File: config.mk
export PLATFORM = sky130hd
export DESIGN_NAME = lsu_dmem
export DESIGN_NICKNAME = d
export VERILOG_FILES = /design/src/rtl/lsu_pkg.sv /design/src/rtl/lsu_align.sv /design/src/rtl/lsu_dmem.sv
export SDC_FILE = /design/constraint.sdc
export NUM_CORES = 1
export LEC_CHECK = 0
export ABC_AREA = 1
export CORE_MARGIN = 2
export CORE_UTILIZATION = 35
export DETAILED_ROUTE_END_ITERATION = 10
export GPL_TIMING_DRIVEN = 0
export HOLD_SLACK_MARGIN = 0.06
export PLACE_DENSITY = 0.57
export SLEW_MARGIN = 10
export SYNTH_ARGS = -nofsm -noshare
export SYNTH_HDL_FRONTEND = slang
export SYNTH_SLANG_ARGS = --single-unit
export TNS_END_PERCENT = 20
File: constraint.sdc
create_clock -name clock -period 2.2 [get_ports clock]
set_clock_uncertainty 0.05 [all_clocks]
set_input_delay 0.66 -clock clock [delete_from_list [all_inputs] [get_ports clock]]
set_output_delay 0.66 -clock clock [all_outputs]
set_load 0.005 [all_outputs]
File: src/rtl/lsu_pkg.sv
// Shared types, funct3 width codes and the request legality check for the
// load/store unit. Optional feature macro used by lsu_dmem: LSU_PERF_EN.
package lsu_pkg;

  typedef enum logic [2:0] {
    S_IDLE,
    S_LOAD,
    S_ST_W,
    S_RMW_RD,
    S_RMW_WR,
    S_RESP
  } lsu_state_t;

  localparam logic [2:0] F3_B  = 3'b000;
  localparam logic [2:0] F3_H  = 3'b001;
  localparam logic [2:0] F3_W  = 3'b010;
  localparam logic [2:0] F3_BU = 3'b100;
  localparam logic [2:0] F3_HU = 3'b101;

  // A request is illegal when misaligned for its width, when funct3 is not a
  // defined width code, or when a store asks for an unsigned width.
  function automatic logic isReqErr(input logic wen, input logic [2:0] funct3,
                                    input logic [1:0] byteOff);
    logic err;
    case (funct3)
      F3_B:    err = 1'b0;
      F3_H:    err = byteOff[0];
      F3_W:    err = (byteOff != 2'b00);
      F3_BU:   err = wen;
      F3_HU:   err = wen | byteOff[0];
      default: err = 1'b1;
    endcase
    return err;
  endfunction

endpackage

File: src/rtl/lsu_align.sv
// Combinational lane logic: load extract/extend and store byte/halfword merge
// against a little-endian 32-bit memory word.
module lsu_align
  import lsu_pkg::*;
(
  input  logic [31:0] i_loadWord,
  input  logic [31:0] i_oldWord,
  input  logic [31:0] i_wdata,
  input  logic [1:0]  i_byteOff,
  input  logic [2:0]  i_funct3,
  output logic [31:0] o_loadData,
  output logic [31:0] o_storeWord
);

  logic [31:0] w_shifted;

  assign w_shifted = i_loadWord >> {i_byteOff, 3'b000};

  // Pick the addressed lane and extend it according to the width code.
  always_comb begin
    o_loadData = 32'h0;
    case (i_funct3)
      F3_B:    o_loadData = {{24{w_shifted[7]}}, w_shifted[7:0]};
      F3_H:    o_loadData = {{16{w_shifted[15]}}, w_shifted[15:0]};
      F3_W:    o_loadData = i_loadWord;
      F3_BU:   o_loadData = {24'h0, w_shifted[7:0]};
      F3_HU:   o_loadData = {16'h0, w_shifted[15:0]};
      default: o_loadData = 32'h0;
    endcase
  end

  // Replace only the target byte or halfword lane of the previously read word.
  always_comb begin
    o_storeWord = i_oldWord;
    if (i_funct3 == F3_B) begin
      case (i_byteOff)
        2'd0: o_storeWord[7:0]   = i_wdata[7:0];
        2'd1: o_storeWord[15:8]  = i_wdata[7:0];
        2'd2: o_storeWord[23:16] = i_wdata[7:0];
        2'd3: o_storeWord[31:24] = i_wdata[7:0];
        default: o_storeWord = i_oldWord;
      endcase
    end else if (i_funct3 == F3_H) begin
      if (i_byteOff[1]) o_storeWord[31:16] = i_wdata[15:0];
      else              o_storeWord[15:0]  = i_wdata[15:0];
    end
  end

endmodule

File: src/rtl/lsu_dmem.sv
// Load/store unit in front of the word-wide data port of unified memory.
// Byte/halfword stores are done as read-modify-write. Defining LSU_PERF_EN
// adds load/store response counters.
module lsu_dmem
  import lsu_pkg::*;
(
  input  logic        clock,
  input  logic        reset_n,
  input  logic        io_req_valid,
  output logic        io_req_ready,
  input  logic        io_req_wen,
  input  logic [2:0]  io_req_funct3,
  input  logic [31:0] io_req_addr,
  input  logic [31:0] io_req_wdata,
  output logic        io_resp_valid,
  input  logic        io_resp_ready,
  output logic [31:0] io_resp_rdata,
  output logic        io_resp_err,
  output logic [31:0] io_dmem_addr,
  input  logic [31:0] io_dmem_rdata,
  output logic        io_dmem_wen,
  output logic [31:0] io_dmem_wdata
`ifdef LSU_PERF_EN
  ,
  output logic [31:0] io_perf_loads,
  output logic [31:0] io_perf_stores
`endif
);

  lsu_state_t  r_state, w_nextState;
  logic        r_wen;
  logic [2:0]  r_funct3;
  logic [31:0] r_addr;
  logic [31:0] r_wdata;
  logic [31:0] r_merge;
  logic [31:0] r_rdata;
  logic        r_err;

  logic        w_accept;
  logic        w_reqErr;
  logic [31:0] w_loadData;
  logic [31:0] w_storeWord;

  assign w_accept = io_req_valid && (r_state == S_IDLE);
  assign w_reqErr = isReqErr(io_req_wen, io_req_funct3, io_req_addr[1:0]);

  lsu_align u_align (
    .i_loadWord  (io_dmem_rdata),
    .i_oldWord   (r_merge),
    .i_wdata     (r_wdata),
    .i_byteOff   (r_addr[1:0]),
    .i_funct3    (r_funct3),
    .o_loadData  (w_loadData),
    .o_storeWord (w_storeWord)
  );

  // State register; reset abandons any operation in flight.
  always_ff @(posedge clock or negedge reset_n) begin
    if (!reset_n) r_state <= S_IDLE;
    else          r_state <= w_nextState;
  end

  // Next-state selection; errors skip the memory entirely.
  always_comb begin
    w_nextState = r_state;
    case (r_state)
      S_IDLE: begin
        if (io_req_valid) begin
          if (w_reqErr)                   w_nextState = S_RESP;
          else if (!io_req_wen)           w_nextState = S_LOAD;
          else if (io_req_funct3 == F3_W) w_nextState = S_ST_W;
          else                            w_nextState = S_RMW_RD;
        end
      end
      S_LOAD:   w_nextState = S_RESP;
      S_ST_W:   w_nextState = S_RESP;
      S_RMW_RD: w_nextState = S_RMW_WR;
      S_RMW_WR: w_nextState = S_RESP;
      S_RESP:   if (io_resp_ready) w_nextState = S_IDLE;
      default:  w_nextState = S_IDLE;
    endcase
  end

  // Request capture, load result and RMW merge word registers.
  always_ff @(posedge clock or negedge reset_n) begin
    if (!reset_n) begin
      r_wen    <= 1'b0;
      r_funct3 <= 3'b000;
      r_addr   <= 32'h0;
      r_wdata  <= 32'h0;
      r_merge  <= 32'h0;
      r_rdata  <= 32'h0;
      r_err    <= 1'b0;
    end else begin
      if (w_accept) begin
        r_wen    <= io_req_wen;
        r_funct3 <= io_req_funct3;
        r_addr   <= io_req_addr;
        r_wdata  <= io_req_wdata;
        r_rdata  <= 32'h0;
        r_err    <= w_reqErr;
      end
      if (r_state == S_LOAD)   r_rdata <= w_loadData;
      if (r_state == S_RMW_RD) r_merge <= io_dmem_rdata;
    end
  end

  // Handshake and write strobes come from the state register alone.
  always_comb begin
    io_req_ready  = (r_state == S_IDLE);
    io_resp_valid = (r_state == S_RESP);
    io_dmem_wen   = (r_state == S_ST_W) || (r_state == S_RMW_WR);
    io_dmem_wdata = 32'h0;
    if (r_state == S_ST_W)        io_dmem_wdata = r_wdata;
    else if (r_state == S_RMW_WR) io_dmem_wdata = w_storeWord;
  end

  assign io_dmem_addr  = {r_addr[31:2], 2'b00};
  assign io_resp_rdata = r_rdata;
  assign io_resp_err   = r_err;

`ifdef LSU_PERF_EN
  logic w_respDone;
  assign w_respDone = (r_state == S_RESP) && io_resp_ready && !r_err;

  // Count successful load and store responses; errors are not counted.
  always_ff @(posedge clock or negedge reset_n) begin
    if (!reset_n) begin
      io_perf_loads  <= 32'h0;
      io_perf_stores <= 32'h0;
    end else if (w_respDone) begin
      if (r_wen) io_perf_stores <= io_perf_stores + 32'd1;
      else       io_perf_loads  <= io_perf_loads + 32'd1;
    end
  end
`endif

endmodule

==> flow_summary.json <==
{
  "syn_inst": 1065,
  "final_nets": 1446,
  "synth_edf_count": 0,
  "rows": 53,
  "power.leakage_nw": 5.86,
  "power_frac_comb_pct": 53.2,
  "gr-total-overflow": 0,
  "netlist_area_mm2": 0.00754,
  "rsz0062_at_grt": "yes",
  "synth_flop_cell": "dfrtp_1",
  "clock_path_buffers": 2,
  "fmax_ghz": 0.376,
  "firstDrtPassIters": 6,
  "cts_tree": "built",
  "yosys-top-cells-area": "dfrtp_1 45%, nand2_1 29%, nand3_1 6.1%",
  "synth_most_common_cell": "nand2_1",
  "design.core.area_mm2": 0.0211,
  "ios": 204,
  "antennaDiodeCount": 0,
  "gp_congestion": 0.919,
  "fin_crit_sh_pct": 121,
  "drv_slew": 0,
  "async_reset_ff_share_pct": 100,
  "ctsRootBufferMaster": "clkbuf_16",
  "clkPwrFrac_pct": 18.9,
  "postRouteAntennaNets": 0,
  "pwr-share-seq_pct": 27.9,
  "wl_um": 26500,
  "viasPerCell": 4.88,
  "relSlewSlack_pct": 65.2,
  "start_util_pct": 35.8,
  "switching_share_pct": 40.6,
  "crit_top_cell": "nand2_1",
  "area_growth_pct": 50.0,
  "wl_per_cell_um": 16.3,
  "cts.sinks": 135,
  "setup-violations-final": 33,
  "cts_max_level": 4,
  "hold_path.class": "reg2reg",
  "drc": 0,
  "dieArea_mm2": 0.0227,
  "ys_types": 22,
  "cap_violations": 0,
  "intPower_mw": 9.54,
  "grt_pass1_wl_um": 41000,
  "worst_setup_path_start_kind": "register",
  "grt_max_degree": 97,
  "die_h_um": 151,
  "drt_iter0_markers": 546,
  "crit_type": "reg2out",
  "path_cells": "nor3_4, buf_6, buf_8, buf_6, nand2_1, nand2_1, nand2_1, nand3_1, nand2_1, buf_2",
  "rrSetupSlack_ns": 0.35,
  "avgSynthCellArea_um2": 7.08,
  "ys_ff_latch": 135,
  "cts_made_buffers": 17,
  "reg2reg_depth": 10,
  "clk_latency_ns": 0.42,
  "path_max_fanout": 4,
  "violations": "setup timing",
  "final_layout_size_suffix_gt1_share_pct": 22.1,
  "yosysTopAreaCell": "dfrtp_1",
  "synth_commonest_cells": "589 x nand2_1, 135 x dfrtp_1, 92 x nand3_1, 49 x a21oi_1, 48 x buf_4",
  "hold_violations": 0,
  "cp.required_ns": 1.49,
  "status": "finished, violations left",
  "holdWs_ns": 0.425,
  "dp_hpwl_um": 18900,
  "port_buffers": 201,
  "worst_slew_pin_slew_ns": 0.523,
  "powerDensity_mw_per_mm2": 1420,
  "yosysWarnings": 0,
  "final_util_pct": 53.7,
  "synth_top_cell_area_share_pct": 44.8,
  "antenna_found_initial": 0,
  "critical-path-max-stage-delay_ns": 0.46,
  "p_sw_mw": 6.52,
  "die_x_um": 151,
  "dr_total_vias": 7958,
  "cts.reportedPaths.clkPinSlew_ns": 0.06,
  "vdd_drop_max_mv": 0.640,
  "worst_slack_ns": -0.462,
  "min_path_cells": 2,
  "track_usage_pct": 23.5,
  "crit_arrival_ns": 1.95,
  "grt_pass1_vias": 7781,
  "ys_seq_area_share_pct": 44.8,
  "worstSetupEndpointType": "output port",
  "min_period_ns": 2.66,
  "slowest_stage": "dfrtp_2"
}
[worst max-delay path: cells and delay by family, from the launching register on]
family                 cells  cell delay (ns)
and+or+nand+nor            6             0.56
buffers and inverters      4             0.51
DFF                        1             0.46
[path summary, 6_finish.rpt]
path / startpoint / endpoint
min: io_resp_rdata[18] / io_resp_rdata[18]
min reg2reg: io_resp_rdata[18] / io_resp_rdata[18]
max reg2reg: r_addr[0] / io_resp_rdata[20]
max in group asynchronous: reset_n / r_state[1]
max: r_funct3[2] / io_dmem_wdata[9]
min in group asynchronous: reset_n / io_resp_rdata[22]
[cell usage in the layout, fill, tap and decap left out, types with 5 or more instances in the layout]
cell,n
buf_2,48
a21oi_2,7
dfrtp_2,5
clkbuf_8,6
nand3_1,85
inv_2,8
mux2_2,24
inv_1,15
nand2_1,566
nand2_2,19
o21ai_0,20
a21oi_1,42
buf_4,80
buf_6,27
buf_8,7
nor2_1,18
clkbuf_16,17
clkdlybuf4s50_1,165
dfrtp_1,130
nor2_4,7
nand3_2,7
nand2_4,7
[sequential cells by signal (all words and copies together) (netlist names)]
| name | flops |
|---|---|
| io_resp_rdata | 32 |
| r_addr | 32 |
| r_merge | 32 |
| r_wdata | 32 |
| r_funct3 | 3 |
| r_state | 3 |
| io_resp_err | 1 |
[cell families after synthesis]
kind of cell    share of synthesized area, %
buf+inv                                 8.54
simple gates                            38.2
flops                                   44.8
mux                                     3.58
other cells                           0.0497
compound gates                          4.84
[layout make-up]
cell class,instances,area (um^2)
plain buffers,85,666
clock buffers,22,474
flip-flops and latches,135,3380
clock inverters,10,141
inverters,27,111
fillers,2063,9770
well taps,275,344
repair buffers,258,2430
multi-input cells,818,3770
[through the flow]
| stage | total power [mW] | cell area [um^2] | setup WS (ns) | cells | TNS [ns] |
|---|---|---|---|---|---|
| 2_1_floorplan | 8.47 | 7550 | 0.189 | 1066 | 0 |
| 5_1_grt | 17.2 | 11300 | -0.547 | 1630 | -15.83 |
| 3_3_place_gp | 11.6 | 9900 | -5.37 | 1542 | -741.90 |
| 4_1_cts | 15.8 | 11200 | -0.456 | 1622 | -13.27 |
| 3_5_place_dp | 11.6 | 9940 | -0.676 | 1543 | -19.26 |
| 6_report | 16.1 | 11300 | -0.462 | 1630 | -12.89 |
[what timing repair did]
action,in CTS,in global routing
hold buffers,1,0
pin swaps,36,27
gates resized for setup,254,33
endpoints found under the setup margin,35,34
hold endpoints to repair,1,0
cloned,4,0
buffers inserted,42,9
[power groups by stage]
stage	sequential, mW	combinational (mW)	clock [mW]
detailed placement	4.41	7.22	0
global placement	4.42	7.14	0
global route	4.59	9.46	3.17
floorplan	4.11	4.36	0
finish	4.48	8.55	3.03
CTS	4.44	8.25	3.09
[routing by layer]
layer / global-route usage (%) / up-vias / part of all wire, % / wire length [um]
met5: 0 / - / 0 / 0
met4: 6.82 / 0 / 1.9 / 503
met3: 6.69 / 37 / 8.8 / 2320
met2: 38.2 / 339 / 47 / 12400
met1: 30.5 / 3713 / 42 / 11200
li1: - / 3869 / - / -
Power figures use the tool's default switching activity.
